## src/rtl/tlb_maint_seq.sv

```systemverilog
// TLB maintenance sequencer: steps EX maintenance ops onto the shared TLB ports,
// arbitrates search port 1 against dcache, and expands INVTLB into a per-entry walk.
module tlb_maint_seq #(
  parameter int TLBNUM = 32,
  parameter int IDX_W  = $clog2(TLBNUM)
) (
  input  logic             clk,
  input  logic             rst,
  input  logic             op_valid,
  input  logic [2:0]       op_type,
  input  logic [4:0]       inv_op,
  input  logic [9:0]       inv_asid,
  input  logic [18:0]      inv_vpn,
  input  logic             flush,
  output logic             op_ready,
  input  logic             data_req_valid,
  output logic             data_grant,
  output logic             tlbsrch_en,
  input  logic             s1_found,
  input  logic [IDX_W-1:0] s1_index,
  output logic             tlbrd_en,
  output logic             tlbwr_en,
  output logic             tlbfill_en,
  output logic [IDX_W-1:0] rand_index,
  output logic             inv_en,
  output logic [IDX_W-1:0] inv_index,
  output logic [4:0]       inv_op_o,
  output logic [9:0]       inv_asid_o,
  output logic [18:0]      inv_vpn_o,
  output logic             done,
  output logic             srch_found,
  output logic [IDX_W-1:0] srch_index,
  output logic             inv_illegal,
  output logic             busy
);

  typedef enum logic [2:0] {S_IDLE, S_ISSUE, S_WAIT, S_INV_WALK, S_DONE} state_e;
  typedef enum logic [2:0] {
    OP_SRCH = 3'd0, OP_RD = 3'd1, OP_WR = 3'd2, OP_FILL = 3'd3, OP_INV = 3'd4
  } op_e;

  state_e           state_q, state_d;
  op_e              type_q, type_d;
  logic [4:0]       inv_op_q, inv_op_d;
  logic [9:0]       inv_asid_q, inv_asid_d;
  logic [18:0]      inv_vpn_q, inv_vpn_d;
  logic [IDX_W-1:0] rand_q, rand_d;
  logic [IDX_W-1:0] inv_idx_q, inv_idx_d;
  logic             srch_found_q, srch_found_d;
  logic [IDX_W-1:0] srch_index_q, srch_index_d;
  logic             inv_illegal_q, inv_illegal_d;
  logic             tlbsrch_en_q, tlbsrch_en_d;
  logic             tlbrd_en_q, tlbrd_en_d;
  logic             tlbwr_en_q, tlbwr_en_d;
  logic             tlbfill_en_q, tlbfill_en_d;
  logic             inv_en_q, inv_en_d;
  logic             done_q, done_d;
  logic             busy_q, busy_d;
  logic             grant_ok_q, grant_ok_d;
  logic             accept;

  always_comb begin
    accept        = (state_q == S_IDLE) && !flush && op_valid;
    state_d       = state_q;
    type_d        = type_q;
    inv_op_d      = inv_op_q;
    inv_asid_d    = inv_asid_q;
    inv_vpn_d     = inv_vpn_q;
    inv_idx_d     = inv_idx_q;
    srch_found_d  = srch_found_q;
    srch_index_d  = srch_index_q;
    inv_illegal_d = inv_illegal_q;
    // Fill index only advances while no op is in flight, so FILL writes a stable slot.
    rand_d        = (state_q == S_IDLE && !accept) ? rand_q + IDX_W'(1) : rand_q;

    case (state_q)
      S_IDLE: begin
        if (accept) begin
          type_d        = op_e'(op_type);
          inv_op_d      = inv_op;
          inv_asid_d    = inv_asid;
          inv_vpn_d     = inv_vpn;
          srch_found_d  = 1'b0;
          srch_index_d  = '0;
          inv_illegal_d = 1'b0;
          state_d = (op_e'(op_type) == OP_INV && inv_op <= 5'd6) ? S_INV_WALK : S_ISSUE;
        end
      end
      S_ISSUE: begin
        if (type_q == OP_SRCH || type_q == OP_RD) begin
          state_d = S_WAIT;
        end else begin
          state_d       = S_DONE;
          inv_illegal_d = (type_q == OP_INV);
        end
      end
      S_WAIT: begin
        if (type_q == OP_SRCH) begin
          srch_found_d = s1_found;
          srch_index_d = s1_index;
        end
        state_d = S_DONE;
      end
      S_INV_WALK: begin
        inv_idx_d = inv_idx_q + IDX_W'(1);
        if (inv_idx_q == IDX_W'(TLBNUM - 1)) state_d = S_DONE;
      end
      S_DONE:  state_d = S_IDLE;
      default: state_d = S_IDLE;
    endcase

    // Strobes are decoded from the next state so they register in step with it.
    tlbsrch_en_d = (state_d == S_ISSUE) && (type_d == OP_SRCH);
    tlbrd_en_d   = (state_d == S_ISSUE) && (type_d == OP_RD);
    tlbwr_en_d   = (state_d == S_ISSUE) && (type_d == OP_WR);
    tlbfill_en_d = (state_d == S_ISSUE) && (type_d == OP_FILL);
    inv_en_d     = (state_d == S_INV_WALK);
    done_d       = (state_d == S_DONE);
    busy_d       = (state_d != S_IDLE);
    grant_ok_d   = (state_d == S_IDLE) || (state_d == S_DONE);
  end

  always_ff @(posedge clk or posedge rst) begin
    if (rst) begin
      state_q       <= S_IDLE;
      type_q        <= OP_SRCH;
      inv_op_q      <= '0;
      inv_asid_q    <= '0;
      inv_vpn_q     <= '0;
      rand_q        <= '0;
      inv_idx_q     <= '0;
      srch_found_q  <= 1'b0;
      srch_index_q  <= '0;
      inv_illegal_q <= 1'b0;
      tlbsrch_en_q  <= 1'b0;
      tlbrd_en_q    <= 1'b0;
      tlbwr_en_q    <= 1'b0;
      tlbfill_en_q  <= 1'b0;
      inv_en_q      <= 1'b0;
      done_q        <= 1'b0;
      busy_q        <= 1'b0;
      grant_ok_q    <= 1'b1;
    end else begin
      state_q       <= state_d;
      type_q        <= type_d;
      inv_op_q      <= inv_op_d;
      inv_asid_q    <= inv_asid_d;
      inv_vpn_q     <= inv_vpn_d;
      rand_q        <= rand_d;
      inv_idx_q     <= inv_idx_d;
      srch_found_q  <= srch_found_d;
      srch_index_q  <= srch_index_d;
      inv_illegal_q <= inv_illegal_d;
      tlbsrch_en_q  <= tlbsrch_en_d;
      tlbrd_en_q    <= tlbrd_en_d;
      tlbwr_en_q    <= tlbwr_en_d;
      tlbfill_en_q  <= tlbfill_en_d;
      inv_en_q      <= inv_en_d;
      done_q        <= done_d;
      busy_q        <= busy_d;
      grant_ok_q    <= grant_ok_d;
    end
  end

  assign op_ready    = (state_q == S_IDLE) && !flush;
  assign data_grant  = data_req_valid && grant_ok_q;
  assign tlbsrch_en  = tlbsrch_en_q;
  assign tlbrd_en    = tlbrd_en_q;
  assign tlbwr_en    = tlbwr_en_q;
  assign tlbfill_en  = tlbfill_en_q;
  assign rand_index  = rand_q;
  assign inv_en      = inv_en_q;
  assign inv_index   = inv_idx_q;
  assign inv_op_o    = inv_op_q;
  assign inv_asid_o  = inv_asid_q;
  assign inv_vpn_o   = inv_vpn_q;
  assign done        = done_q;
  assign srch_found  = srch_found_q;
  assign srch_index  = srch_index_q;
  assign inv_illegal = inv_illegal_q;
  assign busy        = busy_q;

endmodule

```

## config.mk

```make
export PLATFORM = sky130hd
export DESIGN_NAME = tlb_maint_seq
export DESIGN_NICKNAME = d
export VERILOG_FILES = /design/src/rtl/tlb_maint_seq.sv
export SDC_FILE = /design/constraint.sdc
export NUM_CORES = 1
export LEC_CHECK = 0
export ABC_AREA = 1
export BUFFER_PORTS_ARGS = -buffer_cell sky130_fd_sc_hd__buf_2
export CAP_MARGIN = 20
export CORE_ASPECT_RATIO = 1.2
export CORE_MARGIN = 2
export CORE_UTILIZATION = 24
export DETAILED_ROUTE_END_ITERATION = 16
export HOLD_SLACK_MARGIN = 0.1
export PLACE_DENSITY = 0.54
export SETUP_SLACK_MARGIN = 0.05
export SYNTH_ARGS = -nofsm -noshare
export SYNTH_HDL_FRONTEND = slang
export SYNTH_SLANG_ARGS = --single-unit
```

## constraint.sdc

```tcl
create_clock -name clk -period 2 [get_ports clk]
set_input_delay 0.1 -clock clk [delete_from_list [all_inputs] [get_ports clk]]
set_output_delay 0.1 -clock clk [all_outputs]
set_load 0.05 [all_outputs]
```

Yosys cells after proc, flatten, opt, wreduce, memory -nomap -nowiden

Cells that the tools add are included.

Logic and storage cells: 75
Output and inout port bits: 60
Input bits: 48
Bits in registers: 65

Eq/ne operators: 16
Order comparisons: 1
Reductions and logical operators: 23
Multiplexer cells: 15
Add/sub/neg operators: 2

Operators by type and width:

| kind                                                 | number |
|---|---|
| == test 3 x 2 -> 1 bit (second input constant)       | 5 |
| two-way mux 3 bit                                    | 5 |
| == test 3 x 1 -> 1 bit (second input constant)       | 4 |
| logical NOT 3 bit                                    | 4 |
| case mux 3 bit (4 select lines)                      | 1 |
| adder 5 x 1 -> 5 bit (second input constant)         | 2 |
| two-way mux 5 bit                                    | 2 |
| case mux 5 bit (2 select lines)                      | 1 |
| == test 3 bit (second input constant)                | 3 |
| logical AND 1 bit                                    | 9 |
| inequality test 2 bit (second input constant)        | 3 |
| AND reduction 3 bit                                  | 2 |
| == test 5 bit (second input constant)                | 1 |
| <= comparator 5 x 3 -> 1 bit (second input constant) | 1 |
| case mux 1 bit (2 select lines)                      | 2 |
| nonzero test 2 bit                                   | 2 |
| two-way mux 1 bit                                    | 3 |
| nonzero test 3 bit                                   | 1 |
| logical NOT 1 bit                                    | 2 |
| logical OR 1 bit                                     | 2 |
| two-way mux 2 bit                                    | 1 |
| AND reduction 2 bit                                  | 1 |

Logic depth before layout (Yosys ltp)

Depth after elaboration: 7
Depth in mapped cells: 9
Mapped depth without buffers: 9

Worst setup path after synthesis

Ideal clock, no wire load.

Kind: reg2reg
Start: register inv_idx_q[0] (netlist: inv_index[0])
End: register busy_q (netlist: busy)
Cell stages (with the launch flop): 8
Arrival time: 1.506 ns
Slack: 0.359 ns
Required time: 1.865 ns
Buffers on the path: 0
Clock period less this slack: 1.641 ns
Setup time: 0.135 ns
Cells stage by stage: dfrtp_1 ha_1 inv_1 nor2_1 ha_1 nor2_1 a21oi_1 nand4_1

Word-level cells in the longest chain between the ends: 4

Ends and longest elaborated chain:

| item                            | line | text |
|---|---|---|
| start, declared                 | 48   | `logic [IDX_W-1:0] inv_idx_q, inv_idx_d;` |
| start signal, assigned          | 150  | `inv_idx_q <= inv_idx_d;` |
| == test 5 bit                   | 106  | `if (inv_idx_q == IDX_W'(TLBNUM - 1)) state_d = S_DONE;` |
| two-way mux 3 bit               | 106  |  |
| case mux 3 bit (4 select lines) | 76   | `case (state_q)` |
| nonzero test 3 bit              | 119  | `busy_d = (state_d != S_IDLE);` |
| via busy_d                      | 58   | `logic busy_q, busy_d;` |
| end signal, assigned            | 160  | `busy_q <= busy_d;` |
| end, declared                   | 58   |  |

The timed path passes the listed nets, and every way through them passes these cells.
A chain may end at the register's enable or synchronous reset.

Worst setup path after layout

Start: register state_q[1]
End: register srch_index_q[3] (netlist: srch_index[3])

Word-level cells in the longest chain between the ends: 5
Elaborated cells on any way between the ends: 9
Those cells by class: 3 x eq/ne; 1 x mux; 5 x reduce/logical

Ends and longest elaborated chain:

| item                                   | line   | text |
|---|---|---|
| start, declared                        | 42     | `state_e state_q, state_d;` |
| start signal, assigned                 | 144    | `state_q <= state_d;` |
| logical NOT 3 bit                      | 63, 76 |  |
| logical AND 1 bit (2 in series)        | 63     | `accept = (state_q == S_IDLE) && !flush && op_valid;` |
| inequality test 2 bit (no source line) | -      |  |
| AND reduction 3 bit (no source line)   | -      |  |
| end signal, assigned                   | 152    | `srch_index_q <= srch_index_d;` |
| end, declared                          | 50     | `logic [IDX_W-1:0] srch_index_q, srch_index_d;` |

Several ways; a longest one is shown, not always the timed one.

==> results.md <==
- The height of the die is 122 µm.
- The count of mapped cells out of synthesis is 308.
- 108 I/O pins were placed.
- In the final routed layout, each cell accounts on average for 11.9 µm.
- Broken down by cell family, the worst path's largest delay share belongs to simple AND/OR/NAND/NOR gates.
- After synthesis, the share of flip-flops with an asynchronous set or reset is 100%.
- The design draws 5.42 mW.
- The number of global-route vias before repair is 2,521.
- The first global-routing pass estimated 12.0 mm of wire.
- The critical path contains buffers and inverters numbering 0 combined.
- The routed wire length is 7.43 mm.
- Summed over all layers, the global routing overflow is 0.
- Using the TritonRoute via totals, the vias-per-cell ratio works out to 3.99.
- The share of the clock period used by the worst path after layout is 85.3%.
- The share of Yosys cell area claimed by the top area cell type is 57.9%.
- Setup repair after global routing left no endpoint under its margin.
- The H-tree depth is 3.
- Among all stages on the critical path, the largest delay is contributed by dfrtp_1.
- The flow ran to the end, and the final reports show no timing, DRC or antenna violations.
- The sequential cell area is 0.00163 mm².
- Dividing total power by cell area gives a power density of 1280 mW/mm².
- The initial antenna violation count is 0.
- dfrtp_1 takes more of the synthesized area than any other cell.
- The critical path arrival is 1.92 ns.
- The horizontal die dimension is 102 µm.
- The number of synthesized register bits is 65.
- The cell row count is 42.
- In this run the clock root is driven by a clkbuf_16.
- The detailed placer's ending HPWL is 5.05 mm.
- The final count of pins violating max slew is 0.
- The most common cell in the synthesized netlist is nand2_1.
- The commonest cells after synthesis are nand2_1, dfrtp_1, inv_1.
- The worst pin sits at a relative slew slack of 64.3%.
- The most common flop cell mapped by yosys is dfrtp_1.
- The first detailed-routing pass took 4 iterations.
- The worst setup path is captured at a flop.
- The analysis attributes to cell leakage a power of 2.34 nW.
- Cells with a size suffix above 1 make up 31.4% of the layout.
- The number of nets in the synthesized netlist is 359.
- The clock edge transition at the registers on the reported setup and hold paths is 0.05 ns.
- Entering global routing, the biggest net connects 43 pins.
- The largest single stage delay on the critical path is 0.44 ns.
- The area inside the core boundary is 0.0111 mm².
- For this run, design rule violations remaining after detail routing come to 0.
- The final number of hold-violating endpoints is 0.
- The total inserted antenna cells is 0.
- The clock network latency to the later pin of the worst-skew pair is 0.33 ns.
- The mapped netlist covers 0.00277 mm².
- In this run the deepest clock path goes through 2 buffers.
- After synthesis, the cell types taking the most area are dfrtp_1, nand2_1, inv_1.
- The final weighted congestion in routability-driven placement is 0.775.
- The layout overhead on the synthesized area is 53.4%.
- The worst hold-check path type is in2reg.
- The transition time of the tightest slew-check pin is 0.534 ns.
- The count of antenna-violating nets left after detailed routing is 0.
- The count of buffers from port buffering is 107.
- The clock net in this run drives a total of 65 sinks.
- VDD sags by at most 0.521 mV.
- The total of max-cap violations is 0.
- The multi-input combinational cell area is 982 µm².
- The highest achievable clock rate is 586 MHz.
- Setup violations remaining at the end of the flow were counted as 0.
- The number of warnings printed during yosys synthesis is 0.
- The share of the Yosys chip area taken by registers is 58.9%.
- The starting density of the core is 24.8%.
- The maximum fanout along the worst path is 17.
- Walking the worst path, the cells encountered are nor2_4, nand4_4, nand2_2, nand3_2, nand2_1, o21ai_2.
- The setup clock skew after layout is 0.00656 ns.
- The number of nets in the final layout is 518.
- The total die area is 0.0124 mm².
- At the worst endpoint, the required time is 2.21 ns.
- The critical path is of the reg2reg type.
- The synthesized netlist contains 23 unique library cells.
- The post-layout minimum cycle time is 1.71 ns.
- After routing, the total negative slack on setup checks comes to 0 ns.
- Counting flops with a built-in enable in the synthesized netlist gives 0.
- TritonCTS created 9 clock buffers.
- In this run the mean area of a mapped cell was 8.98 µm².
- For this run, the total global-route usage over all layers was measured as 12.7%.
- The total number of vias is 2,497.
- The CTS tree is built.
- The layout has 1,164 filler cells.
- STA classifies the critical path startpoint as a flop.
- In this run, the number of DRC markers left after iteration 0 of detailed routing was 57.
==> per-stage QoR <==
step	hold slack [ns]	utilization [%]	worst slack [ns]	instances	cell area, µm²
final	0.224	38.1	0.293	626	4240
after global routing	0.253	38.1	0.0994	626	4240
after CTS	0.222	38.1	0.271	626	4240
after detailed placement	0.190	31.4	0.281	566	3490
after global placement	0.185	31.4	0.342	566	3490
after floorplan	0.210	-	0.275	308	2770
==> power breakdown <==
| group | leakage (nW) | total, mW | switching (mW) | internal, mW |
|---|---|---|---|---|
| registers | 0.832 | 1.81 | 0.198 | 1.61 |
| clock network | 0.153 | 1.61 | 0.548 | 1.06 |
| logic | 1.36 | 2.00 | 1.49 | 0.511 |
| total | 2.34 | 5.42 | 2.23 | 3.19 |
==> flip-flops by register name, indices dropped and copies added, names as in the netlist, 3 cells and up <==
| signal | cells |
|---|---|
| srch_index | 5 |
| inv_index | 5 |
| inv_asid_o | 10 |
| rand_index | 5 |
| inv_op_o | 5 |
| state_q | 3 |
| inv_vpn_o | 19 |
| type_q | 3 |
==> path summary, 6_finish.rpt <==
path / start / to / slack [ns] / depth (start not counted)
worst min register to register: inv_asid_o[9]$_DFFE_PP0P_ / inv_asid_o[9]$_DFFE_PP0P_ / 0.47 / 2
worst max-delay path: state_q[1]$_DFF_PP0_ / srch_index[3]$_DFFE_PP0P_ / 0.29 / 6
max in group asynchronous: rst / grant_ok_q$_DFF_PP1_ / 0.94 / 4
worst min-delay path: op_valid / inv_vpn_o[11]$_DFFE_PP0P_ / 0.22 / 5
worst max register to register: state_q[1]$_DFF_PP0_ / srch_index[3]$_DFFE_PP0P_ / 0.29 / 6
min in group asynchronous: rst / inv_vpn_o[11]$_DFFE_PP0P_ / 0.38 / 3
==> metal layers <==
layer | global-route usage (%) | routed length [µm] | up-vias
met5 | 0 | 0 | -
met4 | 6.33 | 149 | 0
met3 | 3.44 | 418 | 12
met2 | 20.8 | 3790 | 76
met1 | 15.4 | 3070 | 1141
li1 | - | - | 1268
==> worst register-to-register path, delay by kind of cell, from the launching register on <==
family,cells,cell delay (ns)
and+or+nand+nor,5,1.10
DFF,1,0.44
AOI/OAI and AO/OA,1,0.06
==> logic make-up after synthesis <==
logic type	synth area share, %
AOI/OAI and AO/OA	4.16
buffers and inverters	5.61
xor gates and xnor gates	2.22
adders and majority gates	1.36
and+or+nand+nor	27.8
DFF	58.9
==> repair_timing <==
| item | in CTS | in global routing |
|---|---|---|
| resized for setup | 0 | 0 |
| endpoints found under the hold margin | 67 | 0 |
| hold buffers | 44 | 0 |
| buffers inserted | 0 | 0 |
==> layout make-up <==
type	instances	share of cell area (%)
multi-input combinational	208	23.1
inverter	26	2.30
tap	154	4.54
clock inverter	2	0.826
sequential	65	38.4
timing repair buffer	157	24.4
clock buffer	14	6.46
==> cells in the final DEF, fill, tap and decap left out, types with 2 or more instances in the layout <==
cell,synthesis,routed
nor2_4,3,3
o21ai_1,5,5
inv_1,23,22
buf_4,0,5
nand4_1,2,2
a21oi_1,2,2
dlygate4sd3_1,0,44
o21ai_2,7,7
o21ai_0,2,2
nand2_1,139,139
inv_2,3,4
clkbuf_1,0,2
buf_2,7,107
xnor2_1,6,6
ha_1,3,3
nor2_1,17,17
clkbuf_16,0,9
nand3_2,3,3
clkbuf_8,0,3
dfrtp_1,64,64
nand3_1,13,13
nand2_2,2,2
(Power assumes the default switching activity.)
